## src/rtl/fh_rom_arb_pkg.sv

```systemverilog
// Shared types and defaults for the font/marker ROM burst arbiter.
// Widths default to the 256 x 96 fh_rom with a single-cycle read.
package fh_rom_arb_pkg;

   localparam int DEF_ADDR_WIDTH = 8;
   localparam int DEF_DATA_WIDTH = 96;
   localparam int DEF_LEN_WIDTH  = 4;
   localparam int DEF_ROM_LAT    = 1;

   typedef enum logic [1:0] {
      IDLE  = 2'd0,
      ISSUE = 2'd1,
      DRAIN = 2'd2
   } arb_state_t;

   // Tag carried alongside each ROM read until its data comes back.
   typedef struct packed {
      logic valid;
      logic id;
      logic last;
   } rsp_tag_t;

endpackage

```

## src/rtl/fh_rom_rsp_pipe.sv

```systemverilog
// Delay line matching the ROM read latency; carries {valid, id, last}
// so each returning word is tagged with its owner. Cleared by srst.
module fh_rom_rsp_pipe
   import fh_rom_arb_pkg::*;
#(
   parameter int LAT = DEF_ROM_LAT
) (
   input  logic     clk,
   input  logic     srst,
   input  rsp_tag_t in_tag,
   output rsp_tag_t out_tag
);

   rsp_tag_t stage_reg [LAT];

   generate
      for (genvar gi = 0; gi < LAT; gi++) begin : g_stage
         always_ff @(posedge clk) begin
            if (srst) begin
               stage_reg[gi] <= '0;
            end else if (gi == 0) begin
               stage_reg[gi] <= in_tag;
            end else begin
               stage_reg[gi] <= stage_reg[(gi > 0) ? gi - 1 : 0];
            end
         end
      end
   endgenerate

   assign out_tag = stage_reg[LAT-1];

endmodule

```

## src/rtl/fh_rom_burst_arb.sv

```systemverilog
// Round-robin burst arbiter sharing the single-port fh_rom between the text
// overlay (req 0) and the marker overlay (req 1).
module fh_rom_burst_arb
   import fh_rom_arb_pkg::*;
#(
   parameter int ADDR_WIDTH = DEF_ADDR_WIDTH,
   parameter int DATA_WIDTH = DEF_DATA_WIDTH,
   parameter int LEN_WIDTH  = DEF_LEN_WIDTH,
   parameter int ROM_LAT    = DEF_ROM_LAT
) (
   input  logic                    clk,
   input  logic                    rst,
   input  logic [1:0]              req_valid,
   input  logic [2*ADDR_WIDTH-1:0] req_addr,
   input  logic [2*LEN_WIDTH-1:0]  req_len,
   output logic [1:0]              req_ready,
   output logic [1:0]              rsp_valid,
   output logic [DATA_WIDTH-1:0]   rsp_data,
   output logic                    rsp_last,
   output logic                    busy,
   output logic [ADDR_WIDTH-1:0]   rom_addr,
   input  logic [DATA_WIDTH-1:0]   rom_rd_data
);

   localparam int DRAIN_W = (ROM_LAT > 1) ? $clog2(ROM_LAT) : 1;

   arb_state_t             state_reg, state_next;
   logic                   ptr_reg;
   logic                   id_reg;
   logic [LEN_WIDTH-1:0]   len_cnt_reg;
   logic [ADDR_WIDTH-1:0]  addr_reg;
   logic [DRAIN_W-1:0]     drain_reg;

   logic                   gnt_id;
   logic                   any_req;
   logic                   issue_last;
   logic [ADDR_WIDTH-1:0]  gnt_addr;
   logic [LEN_WIDTH-1:0]   gnt_len;
   rsp_tag_t               pipe_in, pipe_out;

   // The pointer only decides when both request; a lone requester always wins.
   assign any_req    = |req_valid;
   assign gnt_id     = req_valid[ptr_reg] ? ptr_reg : ~ptr_reg;
   assign gnt_addr   = gnt_id ? req_addr[2*ADDR_WIDTH-1:ADDR_WIDTH] : req_addr[ADDR_WIDTH-1:0];
   assign gnt_len    = gnt_id ? req_len[2*LEN_WIDTH-1:LEN_WIDTH] : req_len[LEN_WIDTH-1:0];
   assign issue_last = (state_reg == ISSUE) && (len_cnt_reg == '0);

   always_comb begin
      state_next = state_reg;
      req_ready  = 2'b00;
      case (state_reg)
         IDLE: begin
            if (any_req && !rst) begin
               req_ready  = gnt_id ? 2'b10 : 2'b01;
            end
            if (any_req) begin
               state_next = ISSUE;
            end
         end
         ISSUE: begin
            if (len_cnt_reg == '0) begin
               state_next = DRAIN;
            end
         end
         DRAIN: begin
            if (drain_reg == '0) begin
               state_next = IDLE;
            end
         end
         default: state_next = IDLE;
      endcase
   end

   always_ff @(posedge clk) begin
      if (rst) begin
         state_reg   <= IDLE;
         ptr_reg     <= 1'b0;
         id_reg      <= 1'b0;
         len_cnt_reg <= '0;
         addr_reg    <= '0;
         drain_reg   <= '0;
      end else begin
         state_reg <= state_next;
         case (state_reg)
            IDLE: begin
               if (any_req) begin
                  id_reg      <= gnt_id;
                  ptr_reg     <= ~gnt_id;
                  addr_reg    <= gnt_addr;
                  len_cnt_reg <= gnt_len;
               end
            end
            ISSUE: begin
               // Address stays on the final word so rom_addr holds through DRAIN/IDLE.
               if (len_cnt_reg == '0) begin
                  drain_reg <= DRAIN_W'(ROM_LAT - 1);
               end else begin
                  len_cnt_reg <= len_cnt_reg - 1'b1;
                  addr_reg    <= addr_reg + 1'b1;
               end
            end
            DRAIN: begin
               if (drain_reg != '0) begin
                  drain_reg <= drain_reg - 1'b1;
               end
            end
            default: ;
         endcase
      end
   end

   assign pipe_in.valid = (state_reg == ISSUE);
   assign pipe_in.id    = id_reg;
   assign pipe_in.last  = issue_last;

   fh_rom_rsp_pipe #(
      .LAT (ROM_LAT)
   ) u_rsp_pipe (
      .clk     (clk),
      .srst    (rst),
      .in_tag  (pipe_in),
      .out_tag (pipe_out)
   );

   assign rsp_valid = {pipe_out.valid & pipe_out.id, pipe_out.valid & ~pipe_out.id};
   assign rsp_last  = pipe_out.valid & pipe_out.last;
   assign rsp_data  = rom_rd_data;
   assign busy      = (state_reg != IDLE);
   assign rom_addr  = addr_reg;

endmodule
```

## config.mk

```make
export PLATFORM = sky130hd
export DESIGN_NAME = fh_rom_burst_arb
export DESIGN_NICKNAME = d
export VERILOG_FILES = /design/src/rtl/fh_rom_arb_pkg.sv /design/src/rtl/fh_rom_rsp_pipe.sv /design/src/rtl/fh_rom_burst_arb.sv
export SDC_FILE = /design/constraint.sdc
export NUM_CORES = 1
export LEC_CHECK = 0
export BUFFER_PORTS_ARGS = -buffer_cell sky130_fd_sc_hd__buf_2
export CORE_AREA = 2 2 90 92
export DETAILED_ROUTE_END_ITERATION = 10
export DIE_AREA = 0 0 92 94
export GPL_TIMING_DRIVEN = 0
export PLACE_DENSITY = 0.69
export SETUP_SLACK_MARGIN = 0.4
export SYNTH_ARGS = -nofsm -noshare
export SYNTH_HDL_FRONTEND = slang
export SYNTH_SLANG_ARGS = --single-unit
```

## constraint.sdc

```tcl
create_clock -name clk -period 4 [get_ports clk]
set_clock_uncertainty 0.05 [all_clocks]
set_input_delay 0.2 -clock clk [delete_from_list [all_inputs] [get_ports clk]]
set_output_delay 0.2 -clock clk [all_outputs]
set_load 0.005 [all_outputs]
```

Word level (Yosys, flattened, before mapping)
Memories as Yosys holds them, arrays and structs flattened.
Cells that the tools add are included.
{"block": "classes", "n_addsub": 3, "magnitude_cmp": 1, "eq_ne": 6, "muxes": 26, "n_bitwise": 6, "reduce_logical": 14}
{"op": "2-to-1 mux 8 bit", "n": 3}
{"op": "case mux 8 bit (2 select lines)", "n": 1}
{"op": "2-to-1 mux 2 bit", "n": 6}
{"op": "2-to-1 mux 4 bit", "n": 3}
{"op": "2-to-1 mux 1 bit", "n": 9}
{"op": "adder 8 x 1 -> 8 bit (second input constant)", "n": 1}
{"op": "!= test 2 bit (second input constant)", "n": 4}
{"op": "case mux 4 bit (2 select lines)", "n": 1}
{"op": "case mux 2 bit (3 select lines)", "n": 1}
{"op": "AND reduction 3 bit", "n": 2}
{"op": "nonzero test 2 bit", "n": 3}
{"op": "zero test 4 bit", "n": 1}
{"op": "AND reduction 2 bit", "n": 2}
{"op": "subtractor 4 x 1 -> 4 bit (second input constant)", "n": 1}
{"op": "AND 1 bit", "n": 3}
{"op": "2-to-1 mux 3 bit", "n": 1}
{"op": "NOT 1 bit", "n": 3}
{"op": "OR reduction 3 bit", "n": 1}
{"op": "== test 2 x 1 -> 1 bit (second input constant)", "n": 1}
{"op": "== test 2 bit (second input constant)", "n": 1}
{"op": "logical AND 1 bit", "n": 2}
{"op": "zero test 2 bit", "n": 1}
{"op": "< comparator 1 x 2 -> 1 bit (second input constant)", "n": 1}
{"op": "case mux 1 bit (2 select lines)", "n": 1}
{"op": "3 further kinds", "n": 3}
{"block": "word_totals", "ff_bits": 17, "ramBits": 3, "inputBits": 124, "output_inout_bits": 110, "mem_count": 1}
{"memory": "u_rsp_pipe.stage_reg", "words": 1, "width": 3, "read_ports": 1, "rd_ports_with_merged_regs": 0, "write_ports": 1, "line_no": "fh_rom_rsp_pipe.sv:14", "text": "rsp_tag_t stage_reg [LAT];"}

Logic depth before layout (Yosys ltp)
{"block": "logic_depth", "ltp_word": 6, "mapped_depth": 8}

Cells and area by module
Synthesis repeated with hierarchy kept, for this count alone.
{"block": "hier_totals", "cells_unflattened": 240, "hier_area_um2": 1954.4}
{"mod": "fh_rom_burst_arb", "n_inst": 1, "cells_each": 234, "area_each_um2": 1875.5, "seq_area_each_um2": 320.3}
{"mod": "fh_rom_rsp_pipe", "n_inst": 1, "cells_each": 6, "area_each_um2": 78.8, "seq_area_each_um2": 60.1}

Least setup slack after synthesis
Ideal clock, no wire load.
{"block": "synth_timing", "path_kind": "register -> register", "from": "reg len_cnt_reg[0]", "to": "reg addr_reg[4], in the netlist rom_addr[4]", "setup_ps": 119, "arrival_ps": 1563, "required_ps": 3831, "setup_slack_ps": 2269, "path_stages_with_launch": 9, "n_path_buf": 2, "synth_period_minus_slack_ps": 1731, "path_cell_list": "dfxtp_1 -> inv_1 -> ha_1 -> or3b_1 -> buf_2 -> a22oi_4 -> buf_6 -> a21oi_1 -> o221a_1"}
{"block": "synth_between", "elab_chain_len": 3}
{"item": "start: declaration", "line_no": "fh_rom_burst_arb.sv:30", "text": "logic [LEN_WIDTH-1:0] len_cnt_reg;"}
{"item": "start signal: assignment", "line_no": "fh_rom_burst_arb.sv:90", "text": "len_cnt_reg <= gnt_len;"}
{"item": "start signal: assignment", "line_no": "fh_rom_burst_arb.sv:98", "text": "len_cnt_reg <= len_cnt_reg - 1'b1;"}
{"item": "zero test 4 bit", "line_no": "fh_rom_burst_arb.sv:95", "text": "if (len_cnt_reg == '0) begin"}
{"item": "!= test 2 bit (no line)"}
{"item": "AND reduction 3 bit (no line)"}
{"item": "end signal: assignment", "line_no": "fh_rom_burst_arb.sv:89", "text": "addr_reg <= gnt_addr;"}
{"item": "end signal: assignment", "line_no": "fh_rom_burst_arb.sv:99", "text": "addr_reg <= addr_reg + 1'b1;"}
{"item": "end: declaration", "line_no": "fh_rom_burst_arb.sv:31", "text": "logic [ADDR_WIDTH-1:0] addr_reg;"}
No other way between the ends.
A chain may end at the register's enable or synchronous reset.

Worst setup path after layout
Ends and elaborated chain as after synthesis.

==> impl_metrics.toml <==
[run_status]
status = "complete, no violations"

[clocking]
clock_tree.root_cell = "clkbuf_8"
clk_pin_slew_ns = 0.07
cts_buffers = 3
cts_buffer_depth = 2
hold_buffers = 0
ctsResizeCount = 0
cts.sinks = 19
tritoncts = "built"
h-tree-depth = 1
clk_latency_ns = 0.26
cts_setup_buffers = 0

[cells_and_area]
largest_reg_flops = 8
seq_area_um2 = 380
multiInputGateArea_um2 = 663
mostFrequentLayoutCell = "buf_2"
drive_above_1_share = 0.684
synthToLayoutAreaGrowth_pct = 46.7
mostFrequentLayoutCells = "buf_2 (140), buf_4 (96), dfxtp_1 (19)"
diodes = 0
nets = 494
nFillCells = 812

[timing]
fin_crit_ns = 1.89
period_share = 0.472
max_freq_mhz = 530
maxSlewHeadroom = 0.649
drv_slew = 0
fin_ws_ns = 2.11
setup_tns_ns = 0
hold_violations = 0
worst_pin_slew_ns = 0.526
setup_violations = 0
rsz0062_at_grt = "false"

[grt]
grt_pass1_wl_um = 8040
grt_max_degree = 11
grt_pass1_vias = 1724
track_usage = 0.116
grt_overflow_total = 0
antenna_found_initial = 0

[drt]
dr.pass1.iters = 4
drc = 0
postRouteAntennaNets = 0
wl_um = 5400
vias = 1928
dr.first_iter.drc_count = 61
wl_per_cell_um = 11.5
viasPerCell = 4.11

[floorplanning]
dieArea_um2 = 8650
start_util = 0.242
core-area_um2 = 7610
rows = 32
num_io_pins = 234
die_height_um = 94
die_x_um = 92

[critical_path]
path_max_fanout = 10
crit_chain = "inv_1 > ha_1 > or3b_1 > buf_2 > a22oi_4 > buf_6 > a21oi_1 > o221a_1"
critPathBufInv = 3
critical-path-slowest-cell = "or3b_1"
end_kind = "flop"
rr_startpoint = "len_cnt_reg[0]"
slowest_delay_ns = 0.34
rr_endpoint = "rom_addr[4]"
reg2reg_depth = 8
startpoint_type = "flop"
critPathTopFamily = "compound AO/OA/AOI/OAI gates"
cp.required_ns = 4.10
critical_path_class = "flop to flop"
arrival_ns = 1.99
reg2reg_slack_ns = 2.11

[logic_synthesis]
synth_top_area_share = 0.392
synth_edf_count = 0
syn-num-nets = 352
syn_area_per_cell_um2 = 8.14
synth.distinct_cells = 44
synth_warnings = 0
synth.area.top_cells = "buf_4 (39%), dfxtp_1 (21%), mux2i_1 (3.8%)"
yosys_register_bits = 19
synth.largest_area_cell = "buf_4"
synth_flop_cell = "dfxtp_1"
synthesis.area_um2 = 1840
async_flop_share = 0
syn_inst = 226
seq_area_frac_synth = 0.207

[worst_hold_path]
hold_depth = 2
hp-class = "primary input to flop"
hold_end = "u_rsp_pipe.stage_reg[0][1]"
worstHoldStart = "rst"

[placed_design]
pre_cts_slack_ns = 2.06
dp_hpwl_um = 4570
io_buffers = 137
place_congestion = 0.793

[power]
ir_drop_mv = 0.128
p_per_area_nw_per_um2 = 303
leakage_nw = 1.51
p_total_uw = 819

[flow_run]
maxCapViolCount = 0
[Yosys cell counts (3+ instances only)]
cell and number:
nand3_1 6, dfxtp_1 19, nor2b_1 3, mux2i_1 7, a21oi_1 12, inv_1 6
o21ai_0 3, nand2_1 11, buf_4 96, buf_2 3, nor2_1 7, nor3_1 5
o221a_1 3, and2_1 3, mux2_2 3, clkbuf_1 3
[logic make-up after synthesis]
logic type	after synthesis	synth area share
AND/OR/NAND/NOR	46	0.128
multiplexers	12	0.0687
buffers and inverters	110	0.433
adder cells (fa/ha/maj)	2	0.0136
AO/OA/AOI/OAI	37	0.150
flip-flops	19	0.207
[layout make-up]
class / instances / area share
clock buffer: 4 / 0.0167
multi-input combinational: 97 / 0.246
timing repair buffer: 137 / 0.254
buffer: 104 / 0.287
inverter: 6 / 0.00835
sequential: 19 / 0.141
tap: 102 / 0.0473
[worst register-to-register path: stages, from the launching register on]
cell,delay (ns)
dfxtp_1,0.33
inv_1,0.07
ha_1,0.18
or3b_1,0.34
buf_2,0.17
a22oi_4,0.19
buf_6,0.17
a21oi_1,0.05
o221a_1,0.22
[report_power, final]
group,internal [mW],switching (mW)
combinational,0.222,0.197
sequential,0.229,0.0360
clock,0.0709,0.0639
[how the worst max path moves through the flow]
stage | depth (start not counted) | slack [ns] | endpoint | startpoint
4_1_cts | 5 | 2.05 | req_ready[0] | ptr_reg
5_1_grt | 6 | 1.97 | rom_addr[0] | ptr_reg
2_1_floorplan | 8 | 2.27 | rom_addr[4] | len_cnt_reg[0]
6_report | 8 | 2.11 | rom_addr[4] | len_cnt_reg[0]
3_5_place_dp | 6 | 2.06 | rom_addr[0] | ptr_reg
3_3_place_gp | 6 | 2.11 | rom_addr[0] | ptr_reg
[routing by layer]
metal  track usage  vias to the layer above  share of wire
met3        0.0474                        8           0.14
li1              -                      949              -
met4        0.0398                        0          0.015
met1         0.120                      827           0.33
met5             0                        -              0
met2         0.212                      144           0.51
[per-stage QoR]
| step | cells | hold slack [ns] | util | area, µm² |
|---|---|---|---|---|
| floorplan | 226 | 0.229 | - | 1840 |
| global placement | 465 | 0.407 | 0.349 | 2650 |
| detailed placement | 465 | 0.411 | 0.349 | 2650 |
| CTS | 469 | 0.177 | 0.355 | 2700 |
| global route | 469 | 0.178 | 0.355 | 2700 |
| finish | 469 | 0.179 | 0.355 | 2700 |
(Power assumes the default switching activity.)
